==> src/rtl/mem_arb_pkg.sv <==
// Shared definitions for the unified main-memory arbiter.
// Optional feature macro: ARB_ROUND_ROBIN_EN (round-robin winner selection).
package mem_arb_pkg;

  localparam int unsigned DEF_LINE_W  = 64;
  localparam int unsigned DEF_LADDR_W = 14;

  // Sequencer state encoding
  localparam logic [1:0] ST_IDLE = 2'd0;
  localparam logic [1:0] ST_ACC  = 2'd1;
  localparam logic [1:0] ST_RESP = 2'd2;

  // Requester identity
  typedef enum logic {
    OWN_I = 1'b0,
    OWN_D = 1'b1
  } owner_e;

endpackage

==> src/rtl/mem_arb_pick.sv <==
// Combinational winner selection between the I-side and D-side miss engines.
// ARB_ROUND_ROBIN_EN: contention goes to the requester that did not win last;
// otherwise D always beats I.
module mem_arb_pick
  import mem_arb_pkg::*;
(
  input  logic   i_ireq,
  input  logic   i_dreq,
`ifdef ARB_ROUND_ROBIN_EN
  input  owner_e i_last_owner,
`endif
  output logic   o_grant_valid_c,
  output owner_e o_grant_owner_c
);

  // Pick a winner; only meaningful while o_grant_valid_c is high
  always_comb begin
    o_grant_valid_c = i_ireq | i_dreq;
    o_grant_owner_c = OWN_I;
`ifdef ARB_ROUND_ROBIN_EN
    if (i_ireq && i_dreq) begin
      o_grant_owner_c = (i_last_owner == OWN_D) ? OWN_I : OWN_D;
    end else if (i_dreq) begin
      o_grant_owner_c = OWN_D;
    end
`else
    if (i_dreq) begin
      o_grant_owner_c = OWN_D;
    end
`endif
  end

endmodule

==> src/rtl/mem_arbiter.sv <==
// Sequencer/arbiter for the main-memory port shared by the I- and D-caches.
// Grants one requester, holds m_re/m_we for MEM_LAT cycles, then pulses done.
// Optional feature macro: ARB_ROUND_ROBIN_EN (adds the last-owner flop).
module mem_arbiter
  import mem_arb_pkg::*;
#(
  parameter int unsigned MEM_LAT = 4,
  parameter int unsigned LINE_W  = DEF_LINE_W,
  parameter int unsigned LADDR_W = DEF_LADDR_W
) (
  input  logic               clk,
  input  logic               rst_n,
  input  logic               i_req,
  input  logic [LADDR_W-1:0] i_addr,
  output logic               i_done,
  input  logic               d_req,
  input  logic               d_we,
  input  logic [LADDR_W-1:0] d_addr,
  input  logic [LINE_W-1:0]  d_wdata,
  output logic               d_done,
  output logic [LINE_W-1:0]  rdata,
  output logic [LADDR_W-1:0] m_addr,
  output logic               m_re,
  output logic               m_we,
  output logic [LINE_W-1:0]  m_wdata,
  input  logic [LINE_W-1:0]  m_rdata,
  output logic               busy
);

  localparam int unsigned CNT_W = $clog2(MEM_LAT + 1);

  logic [1:0]         r_state, w_state;
  logic [CNT_W-1:0]   r_cnt, w_cnt;
  owner_e             r_owner, w_owner;
  logic               r_we, w_we;
  logic [LADDR_W-1:0] r_addr, w_addr;
  logic [LINE_W-1:0]  r_wdata, w_wdata;
  logic [LINE_W-1:0]  r_rdata, w_rdata;
  logic               r_i_done, w_i_done;
  logic               r_d_done, w_d_done;
  logic               r_m_re, w_m_re;
  logic               r_m_we, w_m_we;
  logic               r_busy, w_busy;
  logic               w_grant_valid;
  owner_e             w_grant_owner;
`ifdef ARB_ROUND_ROBIN_EN
  owner_e             r_last_owner, w_last_owner;
`endif

  mem_arb_pick u_pick (
    .i_ireq          (i_req),
    .i_dreq          (d_req),
`ifdef ARB_ROUND_ROBIN_EN
    .i_last_owner    (r_last_owner),
`endif
    .o_grant_valid_c (w_grant_valid),
    .o_grant_owner_c (w_grant_owner)
  );

  // Next-state and next-output decode; requests only matter in IDLE
  always_comb begin
    w_state  = r_state;
    w_cnt    = r_cnt;
    w_owner  = r_owner;
    w_we     = r_we;
    w_addr   = r_addr;
    w_wdata  = r_wdata;
    w_rdata  = r_rdata;
    w_i_done = 1'b0;
    w_d_done = 1'b0;
    w_m_re   = r_m_re;
    w_m_we   = r_m_we;
    w_busy   = r_busy;
`ifdef ARB_ROUND_ROBIN_EN
    w_last_owner = r_last_owner;
`endif
    case (r_state)
      ST_IDLE: begin
        if (w_grant_valid) begin
          w_state = ST_ACC;
          w_cnt   = '0;
          w_owner = w_grant_owner;
          if (w_grant_owner == OWN_D) begin
            w_we    = d_we;
            w_addr  = d_addr;
            w_wdata = d_wdata;
          end else begin
            w_we    = 1'b0;
            w_addr  = i_addr;
            w_wdata = '0;
          end
          w_m_re = ~w_we;
          w_m_we = w_we;
          w_busy = 1'b1;
`ifdef ARB_ROUND_ROBIN_EN
          w_last_owner = w_grant_owner;
`endif
        end
      end
      ST_ACC: begin
        w_cnt = r_cnt + CNT_W'(1);
        if (r_cnt == CNT_W'(MEM_LAT - 1)) begin
          w_state  = ST_RESP;
          w_m_re   = 1'b0;
          w_m_we   = 1'b0;
          w_i_done = (r_owner == OWN_I);
          w_d_done = (r_owner == OWN_D);
          if (!r_we) begin
            w_rdata = m_rdata;
          end
        end
      end
      ST_RESP: begin
        w_state = ST_IDLE;
        w_cnt   = '0;
        w_busy  = 1'b0;
      end
      default: begin
        w_state = ST_IDLE;
        w_cnt   = '0;
        w_m_re  = 1'b0;
        w_m_we  = 1'b0;
        w_busy  = 1'b0;
      end
    endcase
  end

  // State, latches and registered outputs; reset aborts any access in flight
  always_ff @(posedge clk or negedge rst_n) begin
    if (!rst_n) begin
      r_state  <= ST_IDLE;
      r_cnt    <= '0;
      r_owner  <= OWN_I;
      r_we     <= 1'b0;
      r_addr   <= '0;
      r_wdata  <= '0;
      r_rdata  <= '0;
      r_i_done <= 1'b0;
      r_d_done <= 1'b0;
      r_m_re   <= 1'b0;
      r_m_we   <= 1'b0;
      r_busy   <= 1'b0;
`ifdef ARB_ROUND_ROBIN_EN
      r_last_owner <= OWN_I;
`endif
    end else begin
      r_state  <= w_state;
      r_cnt    <= w_cnt;
      r_owner  <= w_owner;
      r_we     <= w_we;
      r_addr   <= w_addr;
      r_wdata  <= w_wdata;
      r_rdata  <= w_rdata;
      r_i_done <= w_i_done;
      r_d_done <= w_d_done;
      r_m_re   <= w_m_re;
      r_m_we   <= w_m_we;
      r_busy   <= w_busy;
`ifdef ARB_ROUND_ROBIN_EN
      r_last_owner <= w_last_owner;
`endif
    end
  end

  assign i_done  = r_i_done;
  assign d_done  = r_d_done;
  assign rdata   = r_rdata;
  assign m_addr  = r_addr;
  assign m_wdata = r_wdata;
  assign m_re    = r_m_re;
  assign m_we    = r_m_we;
  assign busy    = r_busy;

endmodule

==> config.mk <==
export PLATFORM = sky130hd
export DESIGN_NAME = mem_arbiter
export DESIGN_NICKNAME = d
export VERILOG_FILES = /design/src/rtl/mem_arb_pkg.sv /design/src/rtl/mem_arb_pick.sv /design/src/rtl/mem_arbiter.sv
export SDC_FILE = /design/constraint.sdc
export NUM_CORES = 1
export LEC_CHECK = 0
export BUFFER_PORTS_ARGS = -buffer_cell sky130_fd_sc_hd__buf_4
export CORE_AREA = 2 2 119 121
export CTS_BUF_LIST = sky130_fd_sc_hd__clkbuf_4 sky130_fd_sc_hd__clkbuf_8
export DETAILED_ROUTE_END_ITERATION = 10
export DIE_AREA = 0 0 121 123
export GPL_TIMING_DRIVEN = 0
export PLACE_DENSITY = 0.75
export REMOVE_ABC_BUFFERS = 1
export SETUP_SLACK_MARGIN = 0.4
export SLEW_MARGIN = 15
export SYNTH_ARGS = -nofsm -noshare
export SYNTH_HDL_FRONTEND = slang
export SYNTH_SLANG_ARGS = --single-unit
==> constraint.sdc <==
create_clock -name clk -period 2.2 [get_ports clk]
set_clock_uncertainty 0.1 [all_clocks]
set_input_delay 0.44 -clock clk [delete_from_list [all_inputs] [get_ports clk]]
set_output_delay 0.44 -clock clk [all_outputs]
set_load 0.02 [all_outputs]
==> Word level (Yosys, flattened, before mapping) <==
Index checks and enable logic that the tools add are counted.
{ "totals": {"register_bits": 154, "in_bits": 161, "out_inout_bits": 147, "elab_cells": 52} }
{ "classes": {"addsub": 1, "eq_ne": 5, "muxes": 22, "bitwise": 6, "reduce_logical": 6} }
{ "op_table": {"columns": ["cell", "n"], "rows": [
  ["64-bit two-way mux", 1],
  ["14-bit two-way mux", 1],
  ["1-bit two-way mux", 12],
  ["1-bit one-hot mux with 3 select lines", 2],
  ["3-bit one-hot mux with 2 select lines", 1],
  ["2-bit AND reduction", 3],
  ["3-bit AND reduction", 2],
  ["1-bit NOT", 5],
  ["2-bit two-way mux", 2],
  ["2-bit one-hot mux with 2 select lines", 1],
  ["3-bit by 1-bit adder with 3-bit output (second input constant)", 1],
  ["3-bit by 2-bit == test with 1-bit output (second input constant)", 1],
  ["3-bit two-way mux", 1],
  ["2-bit by 1-bit == test with 1-bit output (second input constant)", 1],
  ["2-bit == test (second input constant)", 1],
  ["2-bit zero test", 1],
  ["2-bit by 1-bit != test with 1-bit output (second input constant)", 1],
  ["2-bit != test (second input constant)", 1],
  ["1-bit one-hot mux with 2 select lines", 1],
  ["1-bit OR", 1]
]} }

==> Depth between registers and ports, before layout <==
{ "logic_depth": {"depth_word": 7, "depth_mapped": 7} }

==> Cells and area by module <==
A second synthesis with hierarchy kept.
{ "unflattened": {"hier_cells": 523, "area_unflattened_um2": 6038.3} }
{ "by_module_without_submodules": {"columns": ["mod", "instances", "cells_each", "area_each_um2", "seq_area_each_um2"], "rows": [
  ["mem_arbiter", 1, 521, 6024.5, 3853.7],
  ["mem_arb_pick", 1, 2, 13.8, 0.0]
]} }

==> Worst setup path after synthesis <==
Ideal clock, no wire load.
{ "synth_path": {"kind": "flip-flop to flip-flop", "from": "register r_cnt[0]", "to": "register r_rdata[15], in the netlist rdata[15]", "setup_ns": 0.125, "arrival_ns": 1.477, "slack_ns": 0.498, "path_stages_with_launch": 7, "period_less_slack_ns": 1.702, "path_cell_list": "dfrtp_1 > ha_1 > ha_1 > nand3b_2 > nor2_4 > buf_4 > mux2_2"} }
{ "synth_via": {"elab_chain_cells": 2} }
{ "synth_rtl": {"columns": ["item", "line_no", "rtl"], "rows": [
  ["from (decl)", "mem_arbiter.sv:33", "logic [CNT_W-1:0] r_cnt, w_cnt;"],
  ["from (signal assigned)", "mem_arbiter.sv:148", "r_cnt <= w_cnt;"],
  ["3-bit by 2-bit == test with 1-bit output", "mem_arbiter.sv:102", "if (r_cnt == CNT_W'(MEM_LAT - 1)) begin"],
  ["3-bit AND reduction (no source line)", null, null],
  ["to (signal assigned)", "mem_arbiter.sv:153", "r_rdata <= w_rdata;"],
  ["to (decl)", "mem_arbiter.sv:38", "logic [LINE_W-1:0] r_rdata, w_rdata;"]
]} }
Every way passes these cells.
A chain may end at the register's enable or synchronous reset.

==> Worst setup path in the final report <==
{ "layout_path": {"from": "register r_cnt[0]", "to": "register r_rdata[12], in the netlist rdata[12]"} }
The elaborated chain is that of the path after synthesis.

==> results.sh <==
export IMPL_cellPowerDensity_nw_per_um2=1510
export IMPL_wl_um=16500
export IMPL_dominantRegCellSynth="dfrtp_1"
export IMPL_critPathSlowestCell="dfrtp_1"
export IMPL_cts_buffer_depth=2
export IMPL_whs_path_depth=2
export IMPL_viasPerCell=5.04
export IMPL_fin_worst_hold_slack_ps=113
export IMPL_rows=43
export IMPL_ys_seq_elements=154
export IMPL_crit_chain="ha_4 > ha_4 > nand3b_4 > nor2_4 > clkbuf_16 > buf_12 > clkbuf_16 > mux2_4"
export IMPL_yosysMostFrequentCell="dfrtp_1"
export IMPL_hold_viol=0
export IMPL_area_growth_syn_to_layout_pct=56.4
export IMPL_drtPass1Iterations=4
export IMPL_clk_latency_ps=440
export IMPL_seq_area_um2=3860
export IMPL_fin_crit_sh_pct=84.7
export IMPL_cp_required_ps=2420
export IMPL_clkSinkCount=154
export IMPL_die_x_um=121
export IMPL_r2r_end="rdata[12]"
export IMPL_die_h_um=123
export IMPL_antenna_found_initial=0
export IMPL_cts_tree="built"
export IMPL_rsz0062_at_grt="yes"
export IMPL_syn_instance_count=391
export IMPL_worstReg2RegStart="r_cnt[0]"
export IMPL_tightest_slew_ps=915
export IMPL_start_kind="flop"
export IMPL_avgSynthCellArea_um2=15.1
export IMPL_yosysSeqAreaShare_pct=65.4
export IMPL_synth_common_cells="dfrtp_1 (154), a22o_1 (65), mux2_2 (44), a21oi_1 (31), mux2_1 (20)"
export IMPL_hold_start="d_wdata[7]"
export IMPL_drc=0
export IMPL_nets=876
export IMPL_ys_warn_count=0
export IMPL_place_congestion=0.726
export IMPL_cts_root_buffer="clkbuf_8"
export IMPL_post_dp_hpwl_um=11100
export IMPL_setup_viol=0
export IMPL_nFillCells=990
export IMPL_ys_types=32
export IMPL_htreeDepth=4
export IMPL_ant_nets=0
export IMPL_vdd_drop_max_uv=741
export IMPL_crit_type="flop to flop"
export IMPL_hp_class="input port to flop"
export IMPL_r2r_setup_slack_ps=340
export IMPL_io_pins=308
export IMPL_p_leak_nw=4.60
export IMPL_hold_end="m_wdata[7]"
export IMPL_async_flop_share_pct=100
export IMPL_path_buf_inv=3
export IMPL_grt_usage_pct=21.1
export IMPL_rr_worst_depth=8
export IMPL_synth_area_leaders="dfrtp_1 (65%), a22o_1 (9.7%), mux2_2 (8.4%)"
export IMPL_drtIter0Drc=214
export IMPL_dp_slack_ps=-307
export IMPL_grt_first_pass_wirelength_um=24100
export IMPL_grt_max_degree=81
export IMPL_crit_path_max_fanout=6
export IMPL_core_area_um2=13600
export IMPL_cts_inserted_buffers=17
export IMPL_gr_total_overflow=0
export IMPL_max_slew_margin_pct=38.7
export IMPL_max_clock_freq_mhz=537
export IMPL_maxCapViolCount=0
export IMPL_multiInputGateArea_um2=1960
export IMPL_power_mw=13.9
export IMPL_startpoint="r_cnt[0]"
export IMPL_synth_edf_count=0
export IMPL_route_detailed_wl_per_inst_um=18.3
export IMPL_path_delay_family="buffers and inverters"
export IMPL_syn_area_um2=5890
export IMPL_drive_above_1_share_pct=59.0
export IMPL_post_synth_top_area_cell="dfrtp_1"
export IMPL_period_needed_ps=1860
export IMPL_antenna_cells=0
export IMPL_synth_top_area_share_pct=65.4
export IMPL_port_buffers=307
export IMPL_num_vias=4557
export IMPL_final_max_slew_viol_count=0
export IMPL_status="finished clean"
export IMPL_start_util_pct=43.3
export IMPL_arrival_ps=2090
export IMPL_cp_end_kind="flop"
export IMPL_max_stage_delay_ps=390
export IMPL_die_area_um2=14900
export IMPL_setup_tns_ps=0
export IMPL_setup_slack_ps=337
export IMPL_clk_pin_slew_ps=80
export IMPL_grt_pass1_vias=4691
[repair_timing]
item | CTS | global route
pin swaps | 3 | 2
endpoints found under the hold margin | 79 | 0
gates cloned | 3 | 2
setup endpoints to repair | 132 | 72
gates resized for setup | 18 | 21
setup buffers | 13 | 1
hold buffers | 1 | 0
[layout make-up]
type                    count  share of cell area [%]
flip-flops and latches    154                    41.9
clock inverters            10                    1.82
clock buffers              21                    2.93
inverters                   2                  0.0815
multi-input cells         206                    21.3
repair buffers            331                    29.6
well taps                 180                    2.44
[worst reg2reg max path, stage by stage (launching register included)]
cell	delay, ps
dfrtp_1	390
ha_4	160
ha_4	130
nand3b_4	80
nor2_4	140
clkbuf_16	180
buf_12	110
clkbuf_16	150
mux2_4	310
[registers in the layout, indices dropped and copies added (netlist names)]
signal   flops
busy         1
d_done       1
i_done       1
m_addr      14
m_re         1
m_wdata     64
m_we         1
r_cnt        3
r_owner      1
r_state      2
r_we         1
rdata       64
[cells by family after synthesis]
| group | count (synthesis) | share of synthesized area, % |
|---|---|---|
| DFF | 154 | 65.4 |
| AOI/OAI and AO/OA | 103 | 13.1 |
| muxes | 78 | 14.6 |
| buffers and inverters | 31 | 3.68 |
| and+or+nand+nor | 22 | 2.55 |
| adders and majority gates | 3 | 0.637 |
[per-layer routing]
layer | routed length, µm | global-route usage [%] | vias up | share of wire [%]
met5 | 0 | 0 | - | 0
met4 | 268 | 8.43 | 0 | 1.6
met3 | 1260 | 6.37 | 20 | 7.6
met2 | 8690 | 37.0 | 207 | 53
met1 | 6300 | 24.3 | 2258 | 38
li1 | - | - | 2072 | -
[stage by stage]
stage,std cells,cell area [µm²],util (%)
6_report,904,9210,67.7
5_1_grt,904,9210,67.7
4_1_cts,901,9070,66.7
3_5_place_dp,853,8330,61.2
3_3_place_gp,849,8210,60.3
2_1_floorplan,362,5680,-
[worst max-delay path by stage]
stage,depth (start not counted),to,slack [ps]
4_1_cts,7,rdata[47],290
3_5_place_dp,4,m_we,-310
5_1_grt,8,rdata[31],270
6_report,8,rdata[12],340
3_3_place_gp,3,m_wdata[18],-1090
2_1_floorplan,3,m_wdata[0],-290
[where the power goes]
| group | internal, mW | switching (mW) |
|---|---|---|
| combinational | 3.40 | 3.26 |
| clock | 1.31 | 1.02 |
| sequential | 4.13 | 0.804 |
[cell usage in the layout, fill, tap and decap left out, types with 4 or more instances in the layout]
master and count:
buf_16 5, mux2_2 31, clkbuf_8 18, dfrtp_1 152
mux2_4 24, buf_12 6, mux2i_1 14, bufinv_16 4
buf_4 314, mux2_1 9, a21oi_1 31, a22o_1 65
No activity file was read; power rests on OpenSTA's default activity.
